## src/rtl/line_arb_pkg.sv

```systemverilog
// -----------------------------------------------------------------------------
// line_arb_pkg
// Shared types and helpers for the cacheline arbiter family.
//   arb_state_t : transaction FSM states (IDLE, BUSY, DONE)
//   ARB_RR/ARB_FIXED : arbitration mode selectors
//   rr_pick()   : rotating-start priority search over up to MAX_PORTS requesters
// -----------------------------------------------------------------------------
package line_arb_pkg;

    typedef enum logic [1:0] {
        IDLE = 2'd0,
        BUSY = 2'd1,
        DONE = 2'd2
    } arb_state_t;

    localparam int ARB_RR    = 0;
    localparam int ARB_FIXED = 1;

    localparam int MAX_PORTS = 8;
    localparam int PICK_W    = 3;

    typedef struct packed {
        logic              valid;
        logic [PICK_W-1:0] idx;
    } pick_t;

    // Search req starting at ptr, wrapping at n; the first requester found wins.
    // A start of 0 degenerates into lowest-index-wins fixed priority.
    function automatic pick_t rr_pick(input logic [MAX_PORTS-1:0] req,
                                      input logic [PICK_W-1:0]    ptr,
                                      input int                   n);
        pick_t res;
        int    j;
        res = '0;
        for (int k = 0; k < MAX_PORTS; k++) begin
            if (k < n) begin
                j = int'(ptr) + k;
                if (j >= n) begin
                    j = j - n;
                end
                if (!res.valid && req[j[PICK_W-1:0]]) begin
                    res.valid = 1'b1;
                    res.idx   = j[PICK_W-1:0];
                end
            end
        end
        return res;
    endfunction

endpackage

```

## src/rtl/line_arb_picker.sv

```systemverilog
// -----------------------------------------------------------------------------
// line_arb_picker
// Purely combinational winner selection, round-robin or fixed priority.
// Ports:
//   req   [NUM_PORTS]  request vector, bit i = client i
//   ptr   [IDX_W]      round-robin start index (ignored in fixed mode)
//   valid              at least one requester present
//   idx   [IDX_W]      winning client index
// -----------------------------------------------------------------------------
module line_arb_picker
    import line_arb_pkg::*;
#(
    parameter int  NUM_PORTS = 2,
    parameter int  ARB_MODE  = ARB_RR,
    localparam int IDX_W     = $clog2(NUM_PORTS)
) (
    input  logic [NUM_PORTS-1:0] req,
    input  logic [IDX_W-1:0]     ptr,
    output logic                 valid,
    output logic [IDX_W-1:0]     idx
);

    logic [MAX_PORTS-1:0] req_ext;
    logic [PICK_W-1:0]    start;
    pick_t                pick;
    logic                 pick_unused;

    always_comb begin
        req_ext                = '0;
        req_ext[NUM_PORTS-1:0] = req;
        start                  = (ARB_MODE == ARB_FIXED) ? '0 : PICK_W'(ptr);
        pick                   = rr_pick(req_ext, start, NUM_PORTS);
    end

    assign valid = pick.valid;
    assign idx   = pick.idx[IDX_W-1:0];

    // Upper index bits are always zero for configurations narrower than 8 ports.
    assign pick_unused = ^pick.idx;

endmodule

```

## src/rtl/line_arbiter_rr.sv

```systemverilog
// -----------------------------------------------------------------------------
// line_arbiter_rr
// N-port whole-cacheline arbiter in front of the single L2 line port.
// One transaction at a time: IDLE (arbitrate) -> BUSY (hold mem_* until
// mem_resp) -> DONE (one-cycle cl_resp pulse, also the client's idle bubble).
// All downstream signals and the returned line are registered.
// Ports:
//   clk, reset_n                 clock, asynchronous active-low reset
//   cl_read/cl_write [N]         per-client requests, held until cl_resp
//   cl_address [N*ADDR_W]        client i at [i*ADDR_W +: ADDR_W]
//   cl_wdata   [N*LINE_W]        client i at [i*LINE_W +: LINE_W]
//   cl_resp [N], cl_rdata        completion pulse (one-hot) and returned line
//   mem_read/mem_write/mem_address/mem_wdata  registered downstream request
//   mem_resp, mem_rdata          downstream completion and read line
//   grant_id                     index of the current/last owner (debug)
// Optional (macro LINE_ARB_PERF_EN):
//   perf_grant_cnt, perf_wait_cnt [N*32]  saturating per-port counters
// -----------------------------------------------------------------------------
module line_arbiter_rr
    import line_arb_pkg::*;
#(
    parameter int  NUM_PORTS = 2,
    parameter int  ADDR_W    = 32,
    parameter int  LINE_W    = 256,
    parameter int  ARB_MODE  = ARB_RR,
    localparam int IDX_W     = $clog2(NUM_PORTS)
) (
    input  logic                        clk,
    input  logic                        reset_n,
    input  logic [NUM_PORTS-1:0]        cl_read,
    input  logic [NUM_PORTS-1:0]        cl_write,
    input  logic [NUM_PORTS*ADDR_W-1:0] cl_address,
    input  logic [NUM_PORTS*LINE_W-1:0] cl_wdata,
    output logic [NUM_PORTS-1:0]        cl_resp,
    output logic [LINE_W-1:0]           cl_rdata,
    output logic                        mem_read,
    output logic                        mem_write,
    output logic [ADDR_W-1:0]           mem_address,
    output logic [LINE_W-1:0]           mem_wdata,
    input  logic                        mem_resp,
    input  logic [LINE_W-1:0]           mem_rdata,
`ifdef LINE_ARB_PERF_EN
    output logic [NUM_PORTS*32-1:0]     perf_grant_cnt,
    output logic [NUM_PORTS*32-1:0]     perf_wait_cnt,
`endif
    output logic [IDX_W-1:0]            grant_id
);

    arb_state_t           state_q;
    logic [IDX_W-1:0]     owner_q;
    logic [IDX_W-1:0]     ptr_q;
    logic [IDX_W-1:0]     ptr_d;
    logic                 mem_read_q;
    logic                 mem_write_q;
    logic [ADDR_W-1:0]    mem_address_q;
    logic [LINE_W-1:0]    mem_wdata_q;
    logic [LINE_W-1:0]    cl_rdata_q;
    logic [NUM_PORTS-1:0] cl_resp_q;

    logic [NUM_PORTS-1:0] req;
    logic                 pick_valid;
    logic [IDX_W-1:0]     pick_idx;
    logic [ADDR_W-1:0]    addr_arr  [NUM_PORTS];
    logic [LINE_W-1:0]    wdata_arr [NUM_PORTS];

    assign req = cl_read | cl_write;

    generate
        for (genvar gi = 0; gi < NUM_PORTS; gi++) begin : g_slice
            assign addr_arr[gi]  = cl_address[gi*ADDR_W +: ADDR_W];
            assign wdata_arr[gi] = cl_wdata[gi*LINE_W +: LINE_W];
        end
    endgenerate

    line_arb_picker #(
        .NUM_PORTS (NUM_PORTS),
        .ARB_MODE  (ARB_MODE)
    ) u_picker (
        .req   (req),
        .ptr   (ptr_q),
        .valid (pick_valid),
        .idx   (pick_idx)
    );

    // Pointer moves to the port after the winner; it only moves on a grant.
    always_comb begin
        ptr_d = ptr_q;
        if (state_q == IDLE && pick_valid) begin
            ptr_d = (pick_idx == IDX_W'(NUM_PORTS - 1)) ? '0 : pick_idx + 1'b1;
        end
    end

    always_ff @(posedge clk or negedge reset_n) begin
        if (!reset_n) begin
            state_q       <= IDLE;
            owner_q       <= '0;
            ptr_q         <= '0;
            mem_read_q    <= 1'b0;
            mem_write_q   <= 1'b0;
            mem_address_q <= '0;
            mem_wdata_q   <= '0;
            cl_rdata_q    <= '0;
            cl_resp_q     <= '0;
        end else begin
            ptr_q     <= ptr_d;
            cl_resp_q <= '0;
            case (state_q)
                IDLE: begin
                    if (pick_valid) begin
                        owner_q       <= pick_idx;
                        // A read+write on one port is illegal; the write wins.
                        mem_write_q   <= cl_write[pick_idx];
                        mem_read_q    <= ~cl_write[pick_idx];
                        mem_address_q <= addr_arr[pick_idx];
                        mem_wdata_q   <= wdata_arr[pick_idx];
                        state_q       <= BUSY;
                    end
                end
                BUSY: begin
                    if (mem_resp) begin
                        cl_rdata_q         <= mem_rdata;
                        mem_read_q         <= 1'b0;
                        mem_write_q        <= 1'b0;
                        cl_resp_q[owner_q] <= 1'b1;
                        state_q            <= DONE;
                    end
                end
                DONE: begin
                    state_q <= IDLE;
                end
                default: begin
                    state_q <= IDLE;
                end
            endcase
        end
    end

    assign cl_resp     = cl_resp_q;
    assign cl_rdata    = cl_rdata_q;
    assign mem_read    = mem_read_q;
    assign mem_write   = mem_write_q;
    assign mem_address = mem_address_q;
    assign mem_wdata   = mem_wdata_q;
    assign grant_id    = owner_q;

`ifdef LINE_ARB_PERF_EN
    generate
        for (genvar gi = 0; gi < NUM_PORTS; gi++) begin : g_perf
            logic [31:0] grant_cnt_q;
            logic [31:0] wait_cnt_q;
            logic        grant_hit;
            logic        wait_hit;

            assign grant_hit = (state_q == IDLE) && pick_valid && (pick_idx == IDX_W'(gi));
            // Waiting = requesting while some transaction other than ours is in flight or starting.
            assign wait_hit  = req[gi] && !((state_q != IDLE) && (owner_q == IDX_W'(gi)))
                                       && !grant_hit;

            always_ff @(posedge clk or negedge reset_n) begin
                if (!reset_n) begin
                    grant_cnt_q <= '0;
                    wait_cnt_q  <= '0;
                end else begin
                    if (grant_hit && grant_cnt_q != 32'hFFFF_FFFF) begin
                        grant_cnt_q <= grant_cnt_q + 32'd1;
                    end
                    if (wait_hit && wait_cnt_q != 32'hFFFF_FFFF) begin
                        wait_cnt_q <= wait_cnt_q + 32'd1;
                    end
                end
            end

            assign perf_grant_cnt[gi*32 +: 32] = grant_cnt_q;
            assign perf_wait_cnt[gi*32 +: 32]  = wait_cnt_q;
        end
    endgenerate
`endif

    a_no_rd_wr: assert property (@(posedge clk) disable iff (!reset_n)
        !(|(cl_read & cl_write)));
    a_resp_onehot: assert property (@(posedge clk) disable iff (!reset_n)
        $onehot0(cl_resp_q));
    a_busy_stable: assert property (@(posedge clk) disable iff (!reset_n)
        (state_q == BUSY && !mem_resp) |=> ($stable(mem_address_q) && $stable(mem_wdata_q)));

endmodule
```

## config.mk

```make
export PLATFORM = sky130hd
export DESIGN_NAME = line_arbiter_rr
export DESIGN_NICKNAME = d
export VERILOG_FILES = /design/src/rtl/line_arb_pkg.sv /design/src/rtl/line_arb_picker.sv /design/src/rtl/line_arbiter_rr.sv
export SDC_FILE = /design/constraint.sdc
export NUM_CORES = 1
export LEC_CHECK = 0
export BUFFER_PORTS_ARGS = -buffer_cell sky130_fd_sc_hd__buf_2
export CAP_MARGIN = 20
export CORE_AREA = 5 5 535 537
export CTS_BUF_LIST = sky130_fd_sc_hd__clkbuf_8
export DETAILED_ROUTE_END_ITERATION = 16
export DIE_AREA = 0 0 540 542
export GPL_ROUTABILITY_DRIVEN = 1
export MAX_ROUTING_LAYER = met4
export PLACE_DENSITY = 0.3
export SYNTH_ARGS = -nofsm -noshare
export SYNTH_HDL_FRONTEND = slang
export SYNTH_SLANG_ARGS = --single-unit
```

## constraint.sdc

```tcl
create_clock -name clk -period 3.3 [get_ports clk]
set_input_delay 0.99 -clock clk [delete_from_list [all_inputs] [get_ports clk]]
set_output_delay 0.99 -clock clk [all_outputs]
set_load 0.1 [all_outputs]
```

* Word level (Yosys, flattened, before mapping)
Index checks and enable logic that the tools add are counted. W data, S select, Z words.
Word-level totals: bits in registers 552, bits in latches 0, RAM bits 0, ROM bits 0, input port bits 839, output and inout port bits 549, word-level logic and storage cells 66, memories kept 0
Cells by class: add/sub/neg operators 4, $mul 0, divide/modulo/power cells 0, order comparisons 8, eq/ne operators 3, shift operators 0, muxes and demuxes 29, bitwise gates (word level) 3, reductions and logical operators 10
Operator list (number):
- $mux W256 | 3
- $mux W32 | 3
- $ge A32 B3 Y1 const B | 1
- $mux W1 | 9
- $lt A3 B4 Y1 const B | 2
- $mux W2 | 4
- $mux W4 | 2
- $bmux W1 S3 | 2
- $mux W3 | 2
- $reduce_and A2 Y1 | 3
- $lt A1 B2 Y1 const B | 2
- $pmux W1 S2 | 2
- $pmux W2 S2 | 1
- $logic_and A1 B1 Y1 | 3
- $reduce_and A3 Y1 | 1
- $sub A1 B2 Y3 const B | 1
- $sub A3 B3 Y3 const B | 1
- $add A1 B1 Y2 const B | 1
- $eq A2 B1 Y1 const B | 1
- $ge A1 B2 Y1 const B | 1
- $ge A2 B2 Y1 const B | 1
- $logic_not A2 Y1 | 1
- $ne A2 B1 Y1 const B | 1
- $ne A2 B2 Y1 const B | 1
- 8 further kinds | 8

* Longest topological paths before layout
depth in word-level cells 13, mapped depth 6, depth with buffers taken out 3

* Hierarchy
Synthesis repeated with hierarchy kept, for this count alone.
Unflattened totals: cells, all modules 1820, area total of the unflattened synthesis 22894.5 um^2
By module, submodules not included:
- line_arbiter_rr | instances 1, cells an instance 1817, area each 22876.9 um^2, seq. area each 13813.2 um^2
- line_arb_picker | instances 1, cells an instance 3, area each 17.5 um^2, seq. area each 0.0 um^2

* Least setup slack after synthesis
No wires, ideal clock.
path type input -> register, start point in cl_write[1], end point reg mem_write_q, in the netlist mem_write, setup time 0.125 ns, data arrival time 2.161 ns, required time 3.175 ns, setup slack 1.014 ns, stages on the path 4, buffers on the path 1, cell sequence or4_4 > clkbuf_1 > nand2_1 > mux2_2
On the way: word-level cells in the longest chain between the ends 11, elaborated cells between the ends (all ways) 15, classes of those cells eq/ne (1); mux (10); bitwise (1); reduce/logical (3)
RTL lines:
- from (decl) | RTL line line_arbiter_rr.sv:31 | input logic [NUM_PORTS-1:0] cl_write,
- $or A2 B2 Y2 | RTL line line_arbiter_rr.sv:66 | assign req = cl_read | cl_write;
- $bmux W1 S3 | RTL line line_arb_pkg.sv:41 | if (!res.valid && req[j[PICK_W-1:0]]) begin
- $mux W1 (not written as such) | RTL line line_arb_pkg.sv:41
- $mux W4 | RTL line line_arb_pkg.sv:41
- $logic_not A1 Y1 | RTL line line_arb_pkg.sv:41
- $logic_and A1 B1 Y1 | RTL line line_arb_pkg.sv:41
- $mux W4 | RTL line line_arb_pkg.sv:41
- $mux W1 (not written as such) (2 in series) | RTL line line_arbiter_rr.sv:112 | mem_write_q <= cl_write[pick_idx];
- $mux W1 | RTL line line_arbiter_rr.sv:109 | if (pick_valid) begin
- $pmux W1 S2 | RTL line line_arbiter_rr.sv:107 | case (state_q)
- to (signal assigned) | RTL line line_arbiter_rr.sv:112
- to (decl) | RTL line line_arbiter_rr.sv:54 | logic mem_write_q;
Several ways; a longest one is shown, not always the timed one. The select of a mux whose other input is x is not followed. A chain may end at the register's enable or synchronous reset.

* Final worst setup path
start point reg owner_q, in the netlist grant_id, end point out grant_id
RTL lines:
- from (decl) | RTL line line_arbiter_rr.sv:50 | logic [IDX_W-1:0] owner_q;
- from (signal assigned) | RTL line line_arbiter_rr.sv:110 | owner_q <= pick_idx;
- to (decl) | RTL line line_arbiter_rr.sv:46 | output logic [IDX_W-1:0] grant_id
No word-level cell between the ends.

==> impl_metrics.csv <==
group,metric,value,unit
status,outcome,"finished, final reports clean",
synth,syn_area_per_cell,14.5,sq um
routing,vias,21734,
critical_path,startpoint_type,"register",
synth,yosysWarnings,0,
sta,setup_viol,0,
place,gp_congestion,0.869,
finish,syn_to_final_growth,64.2,%
critical_path,critPathSlowestCell,"buf_2",
place,dp_slack,0.353,ns
critical_path,worstSetupPathType,"reg -> out",
worst_hold_path,hp-class,"in -> reg",
sta,tightestPinTransition,0.808,ns
synth,synthesis.nets,2403,
place,hpwlAfterDp,178,mm
sta,finalMaxSlewViolations,0,
routing,drc,0,
synth,syn_inst,1564,
clock_tree,post_cts_buffers,0,
clock_tree,clk_latency,0.95,ns
critical_path,r2r-end,"mem_wdata[40]$_DFFE_PN0P_",
place,placed_cells,6620,
synth,ys_seq_area_share,60.8,%
routing,dr.pass1.iters,5,
finish,nets,3840,
sta,relSlewSlack,46.5,%
critical_path,critical_path_arrival,1.98,ns
synth,synth_edf_count,0,
grt,grt_pass1_vias,22992,
floorplanning,core_area,281000,sq um
critical_path,path_max_fanout,2,
sta,period_needed,2.97,ns
floorplanning,io_pins,1388,
synth,ys_dominant_reg_cell,"dfrtp_1",
finish,layoutNonFillerInstCount,6960,
critical_path,endpoint_kind,"output pin",
place,port_buffers,1387,
critical_path,r2r_setup_slack,0.81,ns
finish,design_area,37300,sq um
place,placed_cell_area,34500,sq um
floorplanning,fp.dieH,542,um
worst_hold_path,whs_endpoint,"mem_wdata[128]$_DFFE_PN0P_",
clock_tree,clkSinkCount,552,
critical_path,path_cells,"buf_2",
sta,fin_tns_setup,0,ns
sta,setup_slack,0.328,ns
floorplanning,placementRows,195,
grt,grt.overflow.total,0,
floorplanning,dieArea,293000,sq um
floorplanning,initial_core_util,8.08,%
clock_tree,clkTransAtPathRegs,0.07,ns
routing,wl_per_cell,30.1,um
critical_path,r2r_cells,5,
run,cap_violations,0,
floorplanning,dieWidth,540,um
routing,drtIter0Drc,1326,
critical_path,reg2reg_from,"state_q[0]$_DFFE_PN0P_",
finish,layout-drive-gt1-share,61.6,%
clock_tree,h-tree-depth,3,
grt,grt_max_degree,92,
synth,synthDistinctLibCells,26,
finish,final_cell_mix,"buf_2 (1383), dfrtp_1 (552), a221o_1 (288)",
routing,drtAntennaViolNets,0,
critical_path,crit_required,2.31,ns
critical_path,crit_family,"buffers and inverters",
synth,async_reset_ff_share,100,%
synth,syn_area,22700,sq um
critical_path,slowest_delay,0.53,ns
critical_path,worst-path-buf-inv,1,
finish,final_common_cell,"buf_2",
sta,timing.final.crit_share,90.1,%
sta,finalHoldViolCount,0,
routing,via_per_inst,3.12,
clock_tree,cts_root_buf,"clkbuf_8",
grt,track_usage,14.1,%
grt,grt_pass1_wl,262,mm
routing,totalWireLength,209,mm
worst_hold_path,hold_path_depth,2,
sta,max_freq,337,MHz
clock_tree,cts_buffer_depth,4,
clock_tree,cts_tree,"built",
sta,rsz0062_at_grt,"false",
sta,clock_skew,0.0844,ns
synth,synth_seq_cells,552,
clock_tree,cts_inserted_buffers,121,
clock_tree,cts-resized-gates,0,
worst_hold_path,min_from,"cl_wdata[128]",
grt,antenna_found_initial,243,
finish,fillCellCount,32194,
==> registers in the layout, indices dropped and copies added, names as in the netlist <==
name and cells:
cl_rdata 256, mem_wdata 256, mem_address 32, cl_resp 2
state_q 2, grant_id 1, mem_read 1, mem_write 1
ptr_q 1
==> cell usage after synthesis, types with 2 or more instances <==
master / n / area, sq um
buf_6: 23 / 259
a21boi_2: 3 / 33.8
mux2_2: 257 / 2890
buf_2: 42 / 210
nor2_1: 4 / 15.0
a21boi_1: 197 / 1480
nand2_1: 2 / 7.51
dfrtp_1: 552 / 13800
a221o_1: 288 / 2880
o21ai_0: 2 / 10.0
a21boi_0: 89 / 668
clkbuf_1: 91 / 342
==> metal layers <==
metal	vias up	GRT usage [%]	wire, um	share of wire [%]
met1	10767	15.4	81100	39
met5	-	-	0	0
met4	0	3.16	5220	2.5
met2	1426	20.9	90300	43
li1	9228	-	-	-
met3	313	9.88	32800	16
==> what timing repair did <==
| action | CTS | global route |
|---|---|---|
| hold buffers | 1 | 0 |
| endpoints found under the setup margin | 0 | 0 |
| endpoints found under the hold margin | 32 | 0 |
==> logic make-up after synthesis <==
| kind of cell | count (synthesis) | synth area share, % |
|---|---|---|
| AND/OR/NAND/NOR | 13 | 0.330 |
| multiplexers | 258 | 12.8 |
| flip-flops | 552 | 60.8 |
| AO/OA/AOI/OAI | 583 | 22.5 |
| buffers and inverters | 158 | 3.62 |
==> worst max-delay path by stage <==
stage                               startpoint                          to  slack [ns]  cells past startpoint
final                     grant_id$_DFFE_PN0P_                    grant_id        0.33                      1
after global routing      grant_id$_DFFE_PN0P_                    grant_id        0.12                      1
after CTS                 grant_id$_DFFE_PN0P_                    grant_id        0.03                      1
after detailed placement            cl_read[0]  mem_wdata[167]$_DFFE_PN0P_        0.35                      5
after global placement              cl_read[0]  mem_wdata[167]$_DFFE_PN0P_        0.30                      5
after floorplan                    cl_write[1]       mem_write$_DFFE_PN0P_        1.01                      4
==> final cells by class <==
class / count / area, sq um / area share [%]
repair buffers: 1471 / 7940 / 21.3
diodes: 129 / 323 / 0.865
clock buffers: 146 / 2010 / 5.39
clock inverters: 64 / 427 / 1.14
flip-flops and latches: 552 / 13800 / 37.0
inverters: 1 / 3.75 / 0.0101
well taps: 3743 / 4680 / 12.6
multi-input cells: 854 / 8100 / 21.7
==> stage by stage <==
step | utilization (%) | hold slack (ns)
3_5_place_dp | 12.3 | 0.487
4_1_cts | 13.2 | 0.0777
3_3_place_gp | 12.3 | 0.485
6_report | 13.3 | 0.260
5_1_grt | 13.3 | 0.148
2_1_floorplan | - | 0.516
Power is left out: the tool's default activity adds up to more than one toggle a clock period on the data nets, which glitch-free logic cannot reach.
